**src/rtl/icache_pkg.sv**
```systemverilog
// icache_pkg: shared types and address-field width helpers for the instruction cache.
// Exports state_t (IDLE/REFILL/DRAIN) and off_w/idx_w/tag_w width functions.
// Fetch addresses are byte addresses; bits [1:0] never take part in lookup.
package icache_pkg;

    typedef enum logic [1:0] {
        IDLE   = 2'd0,
        REFILL = 2'd1,
        DRAIN  = 2'd2
    } state_t;

    // Word-offset field width within a line.
    function automatic int off_w(input int words);
        return $clog2(words);
    endfunction

    // Line-index field width.
    function automatic int idx_w(input int lines);
        return $clog2(lines);
    endfunction

    // Tag width: whatever is left of the 30-bit word address.
    function automatic int tag_w(input int lines, input int words);
        return 30 - $clog2(words) - $clog2(lines);
    endfunction

endpackage

```
**src/rtl/icache_store.sv**
```systemverilog
// icache_store: valid/tag/data arrays for a direct-mapped cache, zero-latency read.
// Ports: read (rd_idx, rd_word -> rd_valid, rd_tag, rd_data); write (wr_en, wr_idx, wr_word, wr_data;
// fill_en also writes fill_tag and sets valid); inv_en/inv_idx single-line clear; inv_all bulk clear.
module icache_store
    import icache_pkg::*;
#(
    parameter int LINES = 16,
    parameter int WORDS = 4,
    parameter int IW    = idx_w(LINES),
    parameter int OW    = off_w(WORDS),
    parameter int TW    = tag_w(LINES, WORDS)
) (
    input  logic          clk,
    input  logic          reset,
    input  logic [IW-1:0] rd_idx,
    input  logic [OW-1:0] rd_word,
    output logic          rd_valid,
    output logic [TW-1:0] rd_tag,
    output logic [31:0]   rd_data,
    input  logic          wr_en,
    input  logic [IW-1:0] wr_idx,
    input  logic [OW-1:0] wr_word,
    input  logic [31:0]   wr_data,
    input  logic          fill_en,
    input  logic [TW-1:0] fill_tag,
    input  logic          inv_en,
    input  logic [IW-1:0] inv_idx,
    input  logic          inv_all
);

    logic [LINES-1:0] valid;
    logic [TW-1:0]    tags [LINES];
    logic [31:0]      data [LINES][WORDS];

    // Bulk invalidate is last so it wins over a line completing the same cycle.
    always_ff @(posedge clk) begin
        if (reset) begin
            valid <= '0;
        end else begin
            if (inv_en)  valid[inv_idx] <= 1'b0;
            if (fill_en) valid[wr_idx]  <= 1'b1;
            if (inv_all) valid          <= '0;
        end
    end

    always_ff @(posedge clk) begin
        if (wr_en)   data[wr_idx][wr_word] <= wr_data;
        if (fill_en) tags[wr_idx]          <= fill_tag;
    end

    assign rd_valid = valid[rd_idx];
    assign rd_tag   = tags[rd_idx];
    assign rd_data  = data[rd_idx][rd_word];

endmodule

```
**src/rtl/icache.sv**
```systemverilog
// icache: direct-mapped instruction cache; hits return combinationally in the request cycle.
// Ports: fetch side instradr/instrreq/abort/flush -> instr/hit; memory side memreq/memadr <- memdata/memval.
// Refill fetches one word at a time, memreq held until memval. ICACHE_STATS_EN adds hitcnt/misscnt.
module icache
    import icache_pkg::*;
#(
    parameter int LINES = 16,
    parameter int WORDS = 4
) (
    input  logic        clk,
    input  logic        reset,
    input  logic [31:0] instradr,
    input  logic        instrreq,
    output logic [31:0] instr,
    output logic        hit,
    input  logic        abort,
    input  logic        flush,
    output logic [31:0] memadr,
    output logic        memreq,
    input  logic [31:0] memdata,
    input  logic        memval
`ifdef ICACHE_STATS_EN
    ,
    output logic [31:0] hitcnt,
    output logic [31:0] misscnt
`endif
);

    localparam int OW = off_w(WORDS);
    localparam int IW = idx_w(LINES);
    localparam int TW = tag_w(LINES, WORDS);

    state_t        state;
    logic [OW-1:0] wordcnt;
    logic [IW-1:0] fill_idx;
    logic [TW-1:0] fill_tag;
    logic          flush_pending;

    logic [OW-1:0] a_word;
    logic [IW-1:0] a_idx;
    logic [TW-1:0] a_tag;
    logic          unused_bytesel;

    logic          rd_valid;
    logic [TW-1:0] rd_tag;
    logic [31:0]   rd_data;

    logic lookup;
    logic tag_ok;
    logic miss;
    logic mem_ack;
    logic last;
    logic accept;
    logic to_idle;
    logic inv_all;

    assign a_word         = instradr[2 +: OW];
    assign a_idx          = instradr[2 + OW +: IW];
    assign a_tag          = instradr[31 -: TW];
    assign unused_bytesel = ^instradr[1:0];

    // A lookup only happens in IDLE for a live, un-cancelled, un-flushed request.
    assign lookup  = (state == IDLE) && instrreq && !abort && !flush && !reset;
    assign tag_ok  = rd_valid && (rd_tag == a_tag);
    assign hit     = lookup && tag_ok;
    assign miss    = lookup && !tag_ok;
    assign instr   = hit ? rd_data : 32'd0;

    assign mem_ack = memreq && memval;
    assign last    = (wordcnt == OW'(WORDS - 1));
    // An abort in the same cycle as memval drops the word.
    assign accept  = (state == REFILL) && mem_ack && !abort;

    assign to_idle = ((state == REFILL) && mem_ack && (last || abort))
                   || ((state == DRAIN) && mem_ack);

    // Flushes seen outside IDLE are applied on the edge that returns to IDLE,
    // which also kills a line completing on that same edge.
    assign inv_all = !reset && (((state == IDLE) && flush)
                   || (to_idle && (flush_pending || flush)));

    icache_store #(
        .LINES (LINES),
        .WORDS (WORDS),
        .IW    (IW),
        .OW    (OW),
        .TW    (TW)
    ) u_store (
        .clk      (clk),
        .reset    (reset),
        .rd_idx   (a_idx),
        .rd_word  (a_word),
        .rd_valid (rd_valid),
        .rd_tag   (rd_tag),
        .rd_data  (rd_data),
        .wr_en    (accept),
        .wr_idx   (fill_idx),
        .wr_word  (wordcnt),
        .wr_data  (memdata),
        .fill_en  (accept && last),
        .fill_tag (fill_tag),
        .inv_en   (miss),
        .inv_idx  (a_idx),
        .inv_all  (inv_all)
    );

    always_ff @(posedge clk) begin
        if (reset) begin
            state         <= IDLE;
            memreq        <= 1'b0;
            memadr        <= 32'd0;
            wordcnt       <= '0;
            fill_idx      <= '0;
            fill_tag      <= '0;
            flush_pending <= 1'b0;
        end else begin
            if (to_idle)
                flush_pending <= 1'b0;
            else if ((state != IDLE) && flush)
                flush_pending <= 1'b1;

            case (state)
                IDLE: begin
                    if (miss) begin
                        state    <= REFILL;
                        memreq   <= 1'b1;
                        memadr   <= {instradr[31:OW+2], {(OW+2){1'b0}}};
                        wordcnt  <= '0;
                        fill_idx <= a_idx;
                        fill_tag <= a_tag;
                    end
                end
                REFILL: begin
                    if (abort) begin
                        // Handshake in flight must still complete before IDLE.
                        if (mem_ack) begin
                            state  <= IDLE;
                            memreq <= 1'b0;
                        end else begin
                            state  <= DRAIN;
                        end
                    end else if (mem_ack) begin
                        wordcnt <= wordcnt + 1'b1;
                        memadr  <= memadr + 32'd4;
                        if (last) begin
                            state  <= IDLE;
                            memreq <= 1'b0;
                        end
                    end
                end
                DRAIN: begin
                    if (mem_ack) begin
                        state  <= IDLE;
                        memreq <= 1'b0;
                    end
                end
                default: begin
                    state  <= IDLE;
                    memreq <= 1'b0;
                end
            endcase
        end
    end

`ifdef ICACHE_STATS_EN
    always_ff @(posedge clk) begin
        if (reset) begin
            hitcnt  <= 32'd0;
            misscnt <= 32'd0;
        end else begin
            if (hit)  hitcnt  <= hitcnt + 32'd1;
            if (miss) misscnt <= misscnt + 32'd1;
        end
    end
`endif

endmodule

```
**config.mk**
```make
export PLATFORM = sky130hd
export DESIGN_NAME = icache
export DESIGN_NICKNAME = d
export VERILOG_FILES = /design/src/rtl/icache_pkg.sv /design/src/rtl/icache_store.sv /design/src/rtl/icache.sv
export SDC_FILE = /design/constraint.sdc
export NUM_CORES = 2
export LEC_CHECK = 0
export ABC_CLOCK_PERIOD_IN_PS = 6850
export CORE_MARGIN = 4
export CORE_UTILIZATION = 45
export CTS_BUF_LIST = sky130_fd_sc_hd__clkbuf_2 sky130_fd_sc_hd__clkbuf_4 sky130_fd_sc_hd__clkbuf_8
export DETAILED_ROUTE_END_ITERATION = 6
export PLACE_DENSITY = 0.74
export SLEW_MARGIN = 10
export SYNTH_ARGS = -nofsm -noshare
export SYNTH_HDL_FRONTEND = slang
export SYNTH_SLANG_ARGS = --single-unit
export TNS_END_PERCENT = 100
```
**constraint.sdc**
```tcl
create_clock -name clk -period 6.85 [get_ports clk]
set_input_delay 2.055 -clock clk [delete_from_list [all_inputs] [get_ports clk]]
set_output_delay 2.055 -clock clk [all_outputs]
set_load 0.03 [all_outputs]
```
### Yosys cells after proc, flatten, opt, wreduce, memory -nomap -nowiden

Memory sizes are Yosys's and may differ from the RTL's.
Cells that the tools add are included.

* register bits: 82
* bits in writable memories: 2432
* input bits: 70
* output and inout port bits: 66
* logic and storage cells: 111
* memories kept: 2

* add/sub/neg operators: 2
* $lt $le $gt $ge: 7
* equal/unequal tests: 10
* muxes and demuxes: 40
* bitwise gates (word level): 5
* reduce and logical (&&, ||, !) cells: 37

Memory list
* u_store.data: depth 16, width 128, rd ports 1, clocked after memory_dff 0, wr ports 1, RTL line icache_store.sv:33 `logic [31:0] data [LINES][WORDS];`
* u_store.tags: depth 16, width 24, rd ports 1, clocked after memory_dff 0, wr ports 1, RTL line icache_store.sv:32 `logic [TW-1:0] tags [LINES];`

Operators by type and width (number)
* 2-to-1 mux 32 bit: 7
* 2-to-1 mux 128 bit: 1
* binary-select mux 32 bit (select 2 bit): 1
* demux 32 bit (select 2 bit): 1
* case mux 32 bit (2 select lines): 1
* 2-to-1 mux 16 bit: 3
* adder 32 x 3 -> 32 bit, second input constant: 1
* == test 24 bit: 1
* logical AND 1 bit: 20
* 2-to-1 mux 2 bit: 9
* bitwise AND 16 bit: 1
* inverter 16 bit: 1
* OR 16 bit: 1
* 2-to-1 mux 1 bit: 11
* less-than comparator 4 x 5 -> 1 bit, second input constant: 2
* demux 1 bit (select 4 bit): 2
* >= comparator 4 x 1 -> 1 bit, second input constant: 2
* inequality test 2 bit, second input constant: 4
* AND reduction 4 bit: 2
* >= comparator 3 bit, second input constant: 2
* inequality test 3 bit, second input constant: 2
* inverter 2 -> 3 bit: 2
* case mux 2 bit (3 select lines): 1
* binary-select mux 1 bit (select 4 bit): 1
* other kinds (13): 22

### Logic depth before layout (Yosys ltp)

* depth after elaboration: 10
* gate-level depth with buffers: 15
* mapped depth without buffers: 10

### Modules after synthesis

A second synthesis with hierarchy kept.

* cell total of the unflattened synthesis: 4445
* area, all modules: 96681.5 um2

By module, submodules not included
* icache_store: times used 1, cells each 3939, area each 92919.1 um2, seq. area each 73350.3 um2
* icache: times used 1, cells each 506, area each 3762.4 um2, seq. area each 1281.2 um2

### Least setup slack after synthesis

Ideal clock, no wire load.

* path kind: in2out
* start: in instradr[5]
* end: out instr[0]
* data arrival time: 4897 ps
* required time: 4795 ps
* slack: -102 ps
* cell stages on the path: 11
* path buffers: 7
* cells stage by stage: buf_4 buf_6 buf_4 buf_4 buf_6 buf_2 buf_1 mux4_2 mux4_2 mux4_2 and3_1

* longest elaborated chain between the ends: 5
* elaborated cells between the ends (all ways): 11
* those cells by class: eq/ne (1); mux (6); reduce/logical (2); memory (2)

Ends and longest elaborated chain
* start: declaration: RTL line icache.sv:12 `input logic [31:0] instradr,`
* memory (16 x 24 bit) (tied with other cells)
* == test 24 bit (tied with other cells): RTL line icache.sv:64 `assign tag_ok = rd_valid && (rd_tag == a_tag);`
* logical AND 1 bit or 2-to-1 mux 32 bit (tied branches): RTL line icache.sv:64, icache_store.sv:53
* logical AND 1 bit or 2-to-1 mux 32 bit (tied branches): RTL line icache.sv:65, icache_store.sv:53
* 2-to-1 mux 32 bit *: RTL line icache.sv:67 `assign instr = hit ? rd_data : 32'd0;`
* end: declaration: RTL line icache.sv:14 `output logic [31:0] instr,`

Mark *: on every way between the ends. The rest lies on a longest branch, timed or not. The select of a mux whose other input is x is not followed.

### Worst setup path in the final report

* start: in instradr[4]
* end: out instr[12]

The elaborated chain is that of the path after synthesis.

==> results.yml <==
synth:
  synth-edff-count: 2432
  syn_inst: 4253
  synthDistinctLibCells: 80
  ys_seq_area_share_pct: 76.43
  netlist_area_um2: 97650
  yosys_warnings: 0
  synthFlopType: "edfxtp_1"
  syn_area_per_cell_um2: 22.96
  async_reset_ff_share_pct: 0
  ys_seq_elements: 2512
clock_network:
  cts_tree: "built"
  htreeDepth: 5
  cts.root.buffer_cell: "clkbuf_8"
  cts_buffers: 390
  clockBufferDepth: 4
  clock-sinks: 2512
  clkLatencyLatePin_ns: 1.05
  cts_hold_buf: 0
  path_clk_slew_ns: 0.06
outcome:
  outcome: "finished with violations"
  violations: "design-rule violations, negative setup slack"
sta:
  whs_ns: 0.4867
  finClkSkew_ns: 0.08935
  setup_viol: 31
  period_minus_slack_ns: 6.934
  grt_setup_unrepaired: "yes"
  slew_headroom_pct: 20.03
  fmax_mhz: 144.2
  min_period_over_period_pct: 101.2
  worstMarginPinSlew_ns: 1.200
  hold_violations: 0
  slew_violations: 0
  setup_slack_ns: -0.08392
detailed_routing:
  ant_nets: 0
  via_per_inst: 6.036
  dr.pass1.iters: 7
  dr_total_vias: 48670
  drtIter0Drc: 5889
  wl_per_cell_um: 29.68
  drcViolationCount: 4
  wirelength_um: 239300
power_and_ir_drop:
  p_per_area_nw_per_um2: 267.7
  ir_drop_mv: 0.2162
  power_w: 0.03059
  p_leak_nw: 36.62
floorplanning:
  core-area_um2: 215300
  start_util_pct: 45.36
  pin_count: 136
  die_area_um2: 224500
  dieHeight_um: 473.8
  rows: 170
  die_w_um: 473.8
critical_path:
  cp-end-kind: "primary output"
  cp-start-kind: "input port"
  cp_data_arrival_time_ns: 4.88
  cp_max_fo: 8
  critPathKind: "in2out"
  worstPathRequired_ns: 4.80
global_routing:
  grt_pass1_vias: 49490
  gr-total-overflow: 0
  grt_util_met1_pct: 28.06
  busiest_layer: "met2"
  met2_usage_pct: 34.43
  grt_start_max_net_pins: 67
  grt.total_usage_pct: 21.16
  grt_pass1_wl_um: 345700
  antenna_found_initial: 32
  grt_use_met3_pct: 5.300
final_layout:
  final_nets: 5000
  final_cell_mix: "edfxtp_1, mux4_2, clkbuf_8"
  fin_area_um2: 114300
  nFillCells: 15800
  drive_gt1_share_pct: 37.67
  syn2layout_area_growth_pct: 17.04
  mostFrequentLayoutCell: "edfxtp_1"
  final_util_pct: 53.09
placement:
  place_ws_ns: -0.4607
  dp_hpwl_um: 135500
  gp_congestion: 0.8819
  port_buffers: 131
  dpl_cell_area_um2: 105200
flow_run:
  maxCapViolCount: 0
worst_hold_path:
  hold_class: "reg2reg"
[per-stage QoR]
step                TNS (ns)  instances
finish                -1.874       8063
detailed placement    -11.83       7308
CTS                   -2.929       8020
floorplan                  0       4254
global placement      -10.05       7308
global route          -3.377       8058
[layer usage]
layer	vias to the layer above	routed length, µm
met2	2873	118200
met3	511	23570
met1	25630	89030
li1	19630	-
met5	-	145
met4	20	8363
[where the power goes]
group	total [W]	internal (W)	switching (W)	leakage, nW
clock network	0.0121	0.00653	0.00559	3.97
logic	0.00161	0.000744	0.000869	9.83
registers	0.0169	0.0168	0.0000242	22.8
total	0.0306	0.0241	0.00648	36.6
[Yosys cell counts, drive strengths merged, types with 5 or more instances]
cell | number | share of area, %
a32oi | 5 | 0.045
nand2b | 9 | 0.058
inv | 28 | 0.11
o21a | 11 | 0.085
nand4 | 11 | 0.077
nor2b | 15 | 0.096
nand3b | 14 | 0.11
o22ai | 15 | 0.096
a211oi | 10 | 0.077
clkbuf | 92 | 0.35
or3 | 9 | 0.058
o31a | 7 | 0.063
mux2i | 105 | 1.1
o21ba | 7 | 0.072
nand2 | 52 | 0.20
xor2 | 7 | 0.063
o32ai | 9 | 0.10
a22oi | 23 | 0.18
edfxtp | 2432 | 75
nor3b | 17 | 0.13
o2bb2ai | 20 | 0.18
o21ai | 25 | 0.13
mux4 | 735 | 17
and3 | 35 | 0.22
xnor2 | 19 | 0.17
buf | 144 | 0.93
nor4 | 5 | 0.032
nor2 | 111 | 0.43
nand3 | 23 | 0.12
mux2 | 26 | 0.30
dfxtp | 80 | 1.6
nor3 | 27 | 0.14
a21oi | 59 | 0.30
ha | 5 | 0.064
[flip-flops by register name, indices dropped and copies added, names as in the netlist]
name / cells
fill_idx: 4
fill_tag: 24
flush_pending: 1
memadr: 30
memreq: 1
state: 2
u_store.data: 2048
u_store.tags: 384
u_store.valid: 16
wordcnt: 2
[worst max-delay path, cell delays in order]
cell,delay [ns]
buf_16,0.16
mux4_2,0.52
mux4_2,0.53
xnor2_2,0.27
o211a_4,0.25
o2111ai_4,0.14
nor2_4,0.13
buf_12,0.15
buf_12,0.16
clkbuf_16,0.16
and3_4,0.19
buf_12,0.12
[layout make-up]
class                   count  area [µm²]  area share (%)
clock inverters           167        1069          0.9350
repair buffers            515        5976           5.229
well taps                2838        3551           3.107
inverters                  29       111.4         0.09744
clock buffers             517        6390           5.591
diodes                      8       20.02         0.01752
multi-input cells        1477       22530           19.72
flip-flops and latches   2512       74630           65.30
[final timing paths]
kind	depth (start not counted)	from	endpoint	slack (ns)
min	2	u_store.valid[4]	u_store.valid[4]	0.49
min reg2reg	2	u_store.valid[4]	u_store.valid[4]	0.49
max reg2reg	9	state[0]	u_store.data[7][78]	2.58
max	12	instradr[4]	instr[12]	-0.08
[timing repair]
item	in CTS	in global routing
cloned	11	7
hold endpoints to repair	0	0
buffers inserted	18	30
setup endpoints to repair	33	33
resized for setup	90	69
pin swaps	4	16
[cell families after synthesis]
logic type,synth area share [%]
other,0.003840
muxes,18.33
xor gates and xnor gates,0.2332
and+or+nand+nor,1.777
DFF,76.43
AOI/OAI and AO/OA,1.761
adders and majority gates,0.06407
buffers and inverters,1.398
No activity file was read; power rests on OpenSTA's default activity.
